**src/rtl/alu_arbiter.sv**
```systemverilog
// Round-robin arbiter sharing one ALU between the execute stage (port 0) and the
// CSR/branch unit (port 1); drives registered operands and returns the captured result.
`timescale 1ns/1ps
`ifndef XLEN
`define XLEN 32
`endif
`ifndef ALUOPS
`define ALUOPS 4
`endif

module alu_arbiter #(
  parameter int XLEN    = `XLEN,
  parameter int ALUOPS  = `ALUOPS,
  parameter int ALU_LAT = 1
) (
  input  logic              i_clk,
  input  logic              i_rst_n,
  input  logic              i_req0_valid,
  output logic              o_req0_ready,
  input  logic [ALUOPS-1:0] i_req0_op,
  input  logic [XLEN-1:0]   i_req0_data_1,
  input  logic [XLEN-1:0]   i_req0_data_2,
  input  logic [4:0]        i_req0_shamt,
  input  logic              i_req1_valid,
  output logic              o_req1_ready,
  input  logic [ALUOPS-1:0] i_req1_op,
  input  logic [XLEN-1:0]   i_req1_data_1,
  input  logic [XLEN-1:0]   i_req1_data_2,
  input  logic [4:0]        i_req1_shamt,
  output logic              o_rsp0_valid,
  input  logic              i_rsp0_ready,
  output logic [XLEN-1:0]   o_rsp0_result,
  output logic              o_rsp1_valid,
  input  logic              i_rsp1_ready,
  output logic [XLEN-1:0]   o_rsp1_result,
  output logic [ALUOPS-1:0] o_alu_op,
  output logic [XLEN-1:0]   o_alu_data_1,
  output logic [XLEN-1:0]   o_alu_data_2,
  output logic [4:0]        o_alu_shamt,
  input  logic [XLEN-1:0]   i_alu_result,
  output logic              o_busy
);

  typedef enum logic [1:0] {
    IDLE,
    BUSY,
    RESP
  } state_t;

  localparam logic [2:0] LP_LAT = 3'(ALU_LAT);

  state_t            r_state;
  logic [2:0]        r_count;
  logic              r_last_grant;
  logic              r_owner;
  logic [XLEN-1:0]   r_result;
  logic [ALUOPS-1:0] r_alu_op;
  logic [XLEN-1:0]   r_alu_data_1;
  logic [XLEN-1:0]   r_alu_data_2;
  logic [4:0]        r_alu_shamt;
  logic              r_rsp0_valid;
  logic              r_rsp1_valid;
  logic              r_busy;

  logic              w_grant_any;
  logic              w_grant;
  logic              w_rsp_ready;
  logic [ALUOPS-1:0] w_op;
  logic [XLEN-1:0]   w_data_1;
  logic [XLEN-1:0]   w_data_2;
  logic [4:0]        w_shamt;

  // On a tie the port that was not served last wins; otherwise the lone requester.
  always_comb begin
    w_grant_any = i_req0_valid | i_req1_valid;
    if (i_req0_valid & i_req1_valid) begin
      w_grant = ~r_last_grant;
    end else begin
      w_grant = i_req1_valid;
    end
  end

  assign w_op     = w_grant ? i_req1_op     : i_req0_op;
  assign w_data_1 = w_grant ? i_req1_data_1 : i_req0_data_1;
  assign w_data_2 = w_grant ? i_req1_data_2 : i_req0_data_2;
  assign w_shamt  = w_grant ? i_req1_shamt  : i_req0_shamt;

  assign w_rsp_ready = r_owner ? i_rsp1_ready : i_rsp0_ready;

  assign o_req0_ready = (r_state == IDLE) & w_grant_any & ~w_grant;
  assign o_req1_ready = (r_state == IDLE) & w_grant_any &  w_grant;

  always_ff @(posedge i_clk or negedge i_rst_n) begin
    if (!i_rst_n) begin
      r_state      <= IDLE;
      r_count      <= '0;
      r_last_grant <= 1'b1;
      r_owner      <= 1'b0;
      r_result     <= '0;
      r_alu_op     <= '0;
      r_alu_data_1 <= '0;
      r_alu_data_2 <= '0;
      r_alu_shamt  <= '0;
      r_rsp0_valid <= 1'b0;
      r_rsp1_valid <= 1'b0;
      r_busy       <= 1'b0;
    end else begin
      case (r_state)
        IDLE: begin
          if (w_grant_any) begin
            r_alu_op     <= w_op;
            r_alu_data_1 <= w_data_1;
            r_alu_data_2 <= w_data_2;
            r_alu_shamt  <= w_shamt;
            r_owner      <= w_grant;
            r_last_grant <= w_grant;
            r_count      <= LP_LAT;
            r_busy       <= 1'b1;
            r_state      <= BUSY;
          end
        end
        // The counter reaching zero marks the cycle the ALU output is settled.
        BUSY: begin
          if (r_count == 3'd0) begin
            r_result     <= i_alu_result;
            r_rsp0_valid <= ~r_owner;
            r_rsp1_valid <= r_owner;
            r_state      <= RESP;
          end else begin
            r_count <= r_count - 3'd1;
          end
        end
        RESP: begin
          if (w_rsp_ready) begin
            r_rsp0_valid <= 1'b0;
            r_rsp1_valid <= 1'b0;
            r_busy       <= 1'b0;
            r_state      <= IDLE;
          end
        end
        default: begin
          r_state <= IDLE;
        end
      endcase
    end
  end

  assign o_alu_op      = r_alu_op;
  assign o_alu_data_1  = r_alu_data_1;
  assign o_alu_data_2  = r_alu_data_2;
  assign o_alu_shamt   = r_alu_shamt;
  assign o_rsp0_valid  = r_rsp0_valid;
  assign o_rsp1_valid  = r_rsp1_valid;
  assign o_rsp0_result = r_result;
  assign o_rsp1_result = r_result;
  assign o_busy        = r_busy;

endmodule

```
**config.mk**
```make
export PLATFORM = sky130hd
export DESIGN_NAME = alu_arbiter
export DESIGN_NICKNAME = d
export VERILOG_FILES = /design/src/rtl/alu_arbiter.sv
export SDC_FILE = /design/constraint.sdc
export NUM_CORES = 1
export LEC_CHECK = 0
export ABC_AREA = 1
export CORE_AREA = 2 2 128 130
export DETAILED_ROUTE_END_ITERATION = 10
export DIE_AREA = 0 0 130 132
export PLACE_DENSITY_LB_ADDON = 0.05
export SLEW_MARGIN = 20
export SYNTH_ARGS = -nofsm -noshare
export SYNTH_HDL_FRONTEND = slang
export SYNTH_SLANG_ARGS = --single-unit
```
**constraint.sdc**
```tcl
create_clock -name i_clk -period 1.9 [get_ports i_clk]
set_clock_uncertainty 0.05 [all_clocks]
set_input_delay 0.38 -clock i_clk [delete_from_list [all_inputs] [get_ports i_clk]]
set_output_delay 0.38 -clock i_clk [all_outputs]
set_load 0.01 [all_outputs]
```
# After elaboration in Yosys (flattened, before gate mapping)
# Index checks and enable logic that the tools add are counted.
[classes]
n_reduce_logical = 11
add_sub_neg = 1
bitwise = 8
mux = 20
n_eq_ne = 6
[op_table]
columns = ["operator", "count"]
rows = [
  ["$mux W32", 2],
  ["$reduce_and A3 Y1", 4],
  ["$ne A2 B2 Y1 const B", 4],
  ["$mux W1", 6],
  ["$mux W2", 3],
  ["$mux W3", 2],
  ["$pmux W1 S2", 3],
  ["$pmux W2 S3", 1],
  ["$pmux W3 S2", 1],
  ["$reduce_bool A2 Y1", 3],
  ["$mux W5", 1],
  ["$and A1 B1 Y1", 4],
  ["$mux W4", 1],
  ["$reduce_and A2 Y1", 2],
  ["$logic_not A3 Y1", 1],
  ["$not A1 Y1", 3],
  ["$sub A3 B1 Y3 const B", 1],
  ["$eq A2 B1 Y1 const B", 1],
  ["$eq A2 B2 Y1 const B", 1],
  ["$logic_not A2 Y1", 1],
  ["$or A1 B1 Y1", 1],
]
[word_totals]
elab_cells = 58
ff_bits = 115

# Logic depth before layout (Yosys ltp)
# Gate-level depths: netlist (run 1).
[depth]
ltp_word = 4
ltp_mapped = 8
ltp_nobuf = 8

# Worst setup path before layout (run 1)
# OpenSTA, ideal clock, no wires.
[synth_path]
path_kind = "register -> output"
from = "reg r_state[0]"
to = "out o_req0_ready"
t_arrival_ns = 1.178
setup_slack_ns = 0.292
stages_incl_launch_ff = 6
required_time_ns = 1.470
path_cell_list = "dfrtp_1 > nor2_1 > o21ai_2 > buf_4 > buf_4 > nor2_1"
[synth_via]
elab_chain_cells = 3
[synth_rtl]
columns = ["element", "line_no", "source"]
rows = [
  ["start: declaration", "52", "state_t r_state;"],
  ["start signal: assignment", "95", "r_state <= IDLE;"],
  ["start signal: assignment", "119", "r_state <= BUSY;"],
  ["start signal: assignment", "128", "r_state <= RESP;"],
  ["$logic_not A2 Y1", "90", "assign o_req0_ready = (r_state == IDLE) & w_grant_any & ~w_grant;"],
  ["$and A1 B1 Y1 (2 in a row)", "90", ""],
  ["end: declaration", "19", "output logic o_req0_ready,"],
]
# No other way between the ends.

# Worst setup path in the final report (run 1)
[layout_path]
from = "reg r_result[13] (netlist: o_rsp0_result[13])"
to = "out o_rsp0_result[13]"
[layout_lines]
columns = ["element", "line_no", "source"]
rows = [
  ["start: declaration", "56", "logic [XLEN-1:0] r_result;"],
  ["start signal: assignment", "125", "r_result <= i_alu_result;"],
  ["end: declaration", "32", "output logic [XLEN-1:0] o_rsp0_result,"],
]
# No word-level cell between the ends.

==> impl_results.md, run 1 <==
* Sw frac at 35.2%
* Endpoints failing setup at 0
* Pwr Density at 1550 nW/um2
* Worst path slowest cell: clkdlybuf4s50_1
* Slew Viols, Final at 0
* Fin util at 61.1%
* Layout Nets at 1,253
* Netlist cell types at 17
* Share of power burned in registers at 29.2%
* FF-to-FF Start: r_last_grant$_DFFE_PN1P_
* Mean Syn Cell Area at 7.31 um2
* Area share of fa/ha/maj cells after synthesis at 0.439%
* Die area at 17,200 um2
* Chip Height at 132 um
* Post-Route WL at 18.8 mm
* CTS Sinks at 115
* Largest net degree at the start of global routing at 74
* Clock power frac at 22.9%
* Hold Path Class: primary input to async pin
* I/O pin count at 326
* Die width at 130 um
* Ant. Diodes at 0
* Overflow after GRT at 0
* P&R area growth vs syn at 68.5%
* Reg2reg path depth at 6
* Critical path cell sequence: clkdlybuf4s50_1
* Slew @ Worst Pin at 802 ps
* Final period util at 95.3%
* Clock buffer count from CTS at 17
* CTS tree: yes
* Max-cap violations at 0
* Final ANT Viol Nets at 0
* Flop-to-flop setup slack at 270 ps
* Clock-pin slew on the worst setup and hold paths at 50 ps
* WP data required at 1470 ps
* CP bufs+invs at 1
* CP Capture Type: output port
* Placed cells at 1,263
* Via count at 5,830
* Finished Layout Cells at 1,296
* CP peak stage delay at 560 ps
* Sequential fraction of the synthesis area at 50.5%
* Delay-heaviest family, CP: buffers and inverters
* # DRC at 0
* Commonest non-fill, non-tap cell in the layout: nand2_1
* Xor/xnor share of the synthesized area at 0%
* Clock Latency Late Sink at 400 ps
* Cells after Synth at 780
* Setup crit start: o_rsp0_result[13]$_DFFE_PN0P_
* Area of the core at 15,700 um2
* Combinational Power Share at 47.8%
* RSZ-0062 raised after global routing: false
* Status: complete, no violations
* FILL cells at 1,447
* Port bufs at 325
* Post-DP Area at 8970 um2
* FMAX at 552 MHz
* Initial core utilization at 36.3%
* Max IR drop VDD at 0.725 mV
* Worst setup margin at 89.7 ps
* Setup TNS Final at 0 ps
* Fin area at 9610 um2
* Worst r2r dst: o_alu_data_1[12]$_DFFE_PN0P_
* Rel. slew slack at 46.5%
* Most frequent cells in the layout: nand2_1, clkdlybuf4s50_1, dfrtp_1
* Main combinational cell family by area after synthesis: simple AND/OR/NAND/NOR gates
* Clock Tree Root: clkbuf_16
* Initial DRC Count at 240
* Psw at 0.00525 W
* Synth Area in Simple Gates at 39.0%
* GPL Wtd Cong at 0.788
* Post-synthesis mux area share at 0%
* Pre-CTS setup slack at -210 ps
* # H-tree levels at 4
* Initial antenna violation count at 0
* # Post-CTS Setup Buffers at 0
* LEAKAGE at 4.82 nW
* Fin. Hold Viols at 0
* Crit Path Class: flop to output port
* First-pass GRT wire length at 29.6 mm
* Worst-path fanout max at 3
* Initial DRT Pass Iterations at 5
* Synth Cell Area at 5700 um2
* Int Pwr at 0.00966 W
* Max clock buf depth at 2
* Drt via density at 4.50
* Worst EP arrival at 1380 ps
* Gr usage total at 22.2%
* Startpoint Class: flop
* Post-DR wirelength/cell at 14.5 um
* Share of cells above drive strength 1 at 5.65%
* Dpl hpwl at 13.4 mm
* FF+latch count, synth at 115
* Ys Warns at 0
* Number of global-route vias before repair at 5,600
* Row Count at 46
* Post-layout min period at 1810 ps
* Post-synthesis compound-gate area fraction at 0.592%
* Post-synth net total at 966
-- Yosys cell counts --
| library cell | number | share of area, % |
|---|---|---|
| nand2_1 | 483 | 32 |
| dfrtp_1 | 114 | 50 |
| nand3_1 | 75 | 6.6 |
| buf_4 | 42 | 5.5 |
| buf_2 | 28 | 2.5 |
| inv_1 | 12 | 0.79 |
| clkbuf_1 | 8 | 0.53 |
| nor2_1 | 4 | 0.26 |
| o21ai_0 | 4 | 0.35 |
| ha_1 | 2 | 0.44 |
| nand4_1 | 2 | 0.22 |
| a21oi_1 | 1 | 0.088 |
| clkinv_1 | 1 | 0.066 |
| dfstp_2 | 1 | 0.46 |
| inv_2 | 1 | 0.066 |
| nand3_2 | 1 | 0.18 |
| o21ai_2 | 1 | 0.15 |
-- metal layers --
| metal | GRT usage (%) | wire, um |
|---|---|---|
| met1 | 26.4 | 7700 |
| met2 | 36.4 | 9060 |
| met3 | 7.83 | 1410 |
| met4 | 9.32 | 594 |
| met5 | 0 | 0 |
-- registers in the layout, summed over array words and instances (netlist names), 2 cells and up --
signal and flops:
o_alu_data_1 32, o_alu_data_2 32, o_alu_op 4, o_alu_shamt 5
o_rsp0_result 32, r_count 3, r_state 2
-- how the worst max path moves through the flow --
stage                             end  slack (ps)  depth (start not counted)
floorplan                o_req0_ready         290                          5
global placement         o_req0_ready        -210                          6
detailed placement       o_req0_ready        -210                          6
CTS                 o_rsp1_result[18]          50                          1
global route             o_req1_ready          10                          6
finish              o_rsp0_result[13]          90                          1
-- power by group through the flow --
stage | clock, W | sequential (W) | combinational (W)
final | 0.00342 | 0.00436 | 0.00714
after global routing | 0.00362 | 0.00451 | 0.00789
after CTS | 0.00349 | 0.00438 | 0.00725
after detailed placement | 0 | 0.00438 | 0.00724
after global placement | 0 | 0.00436 | 0.00719
after floorplan | 0 | 0.00481 | 0.00306
-- cell families after synthesis --
| logic type | Yosys count |
|---|---|
| AOI/OAI and AO/OA | 6 |
| adders and majority gates | 2 |
| buffers and inverters | 92 |
| DFF | 115 |
| and+or+nand+nor | 565 |
-- area by class of cell --
cell class / instances / area, um2 / area share, %
timing repair buffer: 346 / 3470 / 36.1
sequential: 115 / 2880 / 30.0
multi-input combinational: 573 / 2300 / 23.9
clock buffer: 22 / 484 / 5.04
tap: 216 / 270 / 2.81
clock inverter: 10 / 153 / 1.59
inverter: 14 / 52.6 / 0.547
-- stage by stage --
stage          hold WS [ps]  power (W)
5_1_grt                 358     0.0160
4_1_cts                 324     0.0151
3_3_place_gp            221     0.0115
2_1_floorplan          34.4    0.00787
3_5_place_dp            224     0.0116
6_report                344     0.0149
-- what timing repair did --
item / in CTS / in global routing
hold buffers: 1 / 0
endpoints found under the setup margin: 2 / 0
gates resized for setup: 8 / 0
endpoints found under the hold margin: 14 / 0
No activity file was read; power rests on OpenSTA's default activity.
==> run 2, diff against run 1 <==
--- a/config.mk
+++ b/config.mk
@@ -14,3 +14,4 @@
 export SYNTH_ARGS = -nofsm -noshare
 export SYNTH_HDL_FRONTEND = slang
 export SYNTH_SLANG_ARGS = --single-unit
+export TNS_END_PERCENT = 50
==> results of run 2 <==
Final layout, timing and power as in run 1 (identical DEF).
==> run 3, diff against run 2 <==
--- a/config.mk
+++ b/config.mk
@@ -9,6 +9,7 @@
 export CORE_AREA = 2 2 128 130
 export DETAILED_ROUTE_END_ITERATION = 10
 export DIE_AREA = 0 0 130 132
+export GPL_TIMING_DRIVEN = 0
 export PLACE_DENSITY_LB_ADDON = 0.05
 export SLEW_MARGIN = 20
 export SYNTH_ARGS = -nofsm -noshare
==> run 3 against run 2 <==
  * Register-to-register slack lost 220 ps
  * First-iteration DRC count increased by 16%
  * Power is 3.4% higher
  * Worst hold slack improved by 68 ps
  * Maximum frequency fell by 2.2%
  * Sequential share of layout area fell by 1.1 points
  * Clock power down 4%
  * Cell count grew 5.8%
  * Critical endpoint is now o_rsp1_result[9]
  * Highest routed layer unchanged
==> impl_results.md, run 3 (synthesis gave the netlist of run 1 again) <==
* Status: complete, no violations
* Slew @ Worst Pin at 514 ps
* Clock Latency Late Sink at 410 ps
* Port bufs at 325
* # H-tree levels at 4
* Post-layout min period at 1850 ps
* CTS Sinks at 115
* Gr usage total at 23.3%
* Chip Height at 132 um
* Reg2reg path depth at 11
* Die width at 130 um
* Post-Route WL at 19.8 mm
* Row Count at 46
* Slew Viols, Final at 0
* # DRC at 0
* CTS tree: yes
* Fin. Hold Viols at 0
* Initial core utilization at 36.3%
* Via count at 6,105
* Dpl hpwl at 14.7 mm
* Drt via density at 4.45
* Initial DRT Pass Iterations at 4
* Number of global-route vias before repair at 5,841
* Area of the core at 15,700 um2
* Layout Nets at 1,327
* P&R area growth vs syn at 75.2%
* FMAX at 540 MHz
* WP data required at 1470 ps
* Startpoint Class: flop
* Post-DR wirelength/cell at 14.5 um
* Crit Path Class: flop to output port
* LEAKAGE at 5.13 nW
* I/O pin count at 326
* Setup TNS Final at 0 ps
* Hold Path Class: primary input to async pin
* CP Capture Type: output port
* Clock-pin slew on the worst setup and hold paths at 60 ps
* Max-cap violations at 0
* Max clock buf depth at 2
* First-pass GRT wire length at 31.0 mm
* Final period util at 97.4%
* Max IR drop VDD at 0.726 mV
* Finished Layout Cells at 1,371
* Initial antenna violation count at 1
* Clock Tree Root: clkbuf_16
* Endpoints failing setup at 0
* Largest net degree at the start of global routing at 69
* Pwr Density at 1540 nW/um2
* Overflow after GRT at 0
* Share of cells above drive strength 1 at 12.5%
* Rel. slew slack at 65.8%
* Initial DRC Count at 278
* Commonest non-fill, non-tap cell in the layout: nand2_1
* Worst-path fanout max at 3
* Fin util at 63.6%
* FILL cells at 1,416
* Die area at 17,200 um2
* Final ANT Viol Nets at 0
* GPL Wtd Cong at 0.812
* Most frequent cells in the layout: nand2_1, clkdlybuf4s50_1, dfrtp_1
* RSZ-0062 raised after global routing: false
* Placed cells at 1,322
* Worst EP arrival at 1420 ps
* Clock buffer count from CTS at 17
## run 3: where the power goes
part	total (W)	internal [W]	switching [W]
clock network	0.00330	0.00212	0.00118
logic	0.00777	0.00415	0.00362
registers	0.00436	0.00363	0.000722
## run 3: routing by layer
| metal | track usage, % | routed length [um] | up-vias | share of wire, % |
|---|---|---|---|---|
| met3 | 7.63 | 1640 | 34 | 8.3 |
| met2 | 38.8 | 9620 | 243 | 48 |
| li1 | - | - | 3090 | - |
| met1 | 27.9 | 8050 | 2738 | 41 |
| met5 | 0 | 0 | - | 0 |
| met4 | 8.42 | 527 | 0 | 2.7 |
## run 3: worst paths after layout
path	startpoint	to	slack, ps
hold / removal	i_rst_n	o_alu_data_2[2]$_DFFE_PN0P_	410
setup / recovery	o_rsp0_result[9]$_DFFE_PN0P_	o_rsp1_result[9]	50
max in group asynchronous	i_rst_n	r_last_grant$_DFFE_PN1P_	650
min in group i_clk	o_rsp0_valid$_DFFE_PN0P_	o_rsp0_valid$_DFFE_PN0P_	420
hold reg to reg	o_rsp0_valid$_DFFE_PN0P_	o_rsp0_valid$_DFFE_PN0P_	420
setup reg to reg	r_state[0]$_DFFE_PN0P_	r_owner$_DFFE_PN0P_	50
## run 3: cell type report
type	count	area [um2]	area share, %
diodes	1	2.50	0.0250
plain buffers	75	465	4.66
clock buffers	19	453	4.53
clock inverters	13	159	1.59
inverters	14	52.6	0.526
multi-input cells	574	2320	23.2
flip-flops and latches	115	2880	28.8
well taps	216	270	2.71
repair buffers	344	3390	34.0
## run 3: critical path, stage by stage, from the launching register on
cell             delay [ps]
dfrtp_1                 370
buf_4                   110
clkdlybuf4s50_1         520
## run 3: repair_timing
action / 4_1_cts / 5_1_grt
hold buffers: 1 / 0
gates cloned: 1 / 0
pin swaps: 3 / 1
setup endpoints to repair: 6 / 17
endpoints found under the hold margin: 47 / 0
gates resized for setup: 27 / 13
setup buffers: 12 / 5
## run 3: metrics by stage
step	hold WS (ps)	worst slack, ps	power [W]	area (um2)
3_5_place_dp	296	-810	0.0121	9250
4_1_cts	410	0.835	0.0156	9970
3_3_place_gp	406	-4360	0.0120	9230
5_1_grt	443	0.925	0.0165	9990
2_1_floorplan	34.4	292	0.00787	5700
6_report	411	48.6	0.0154	9990
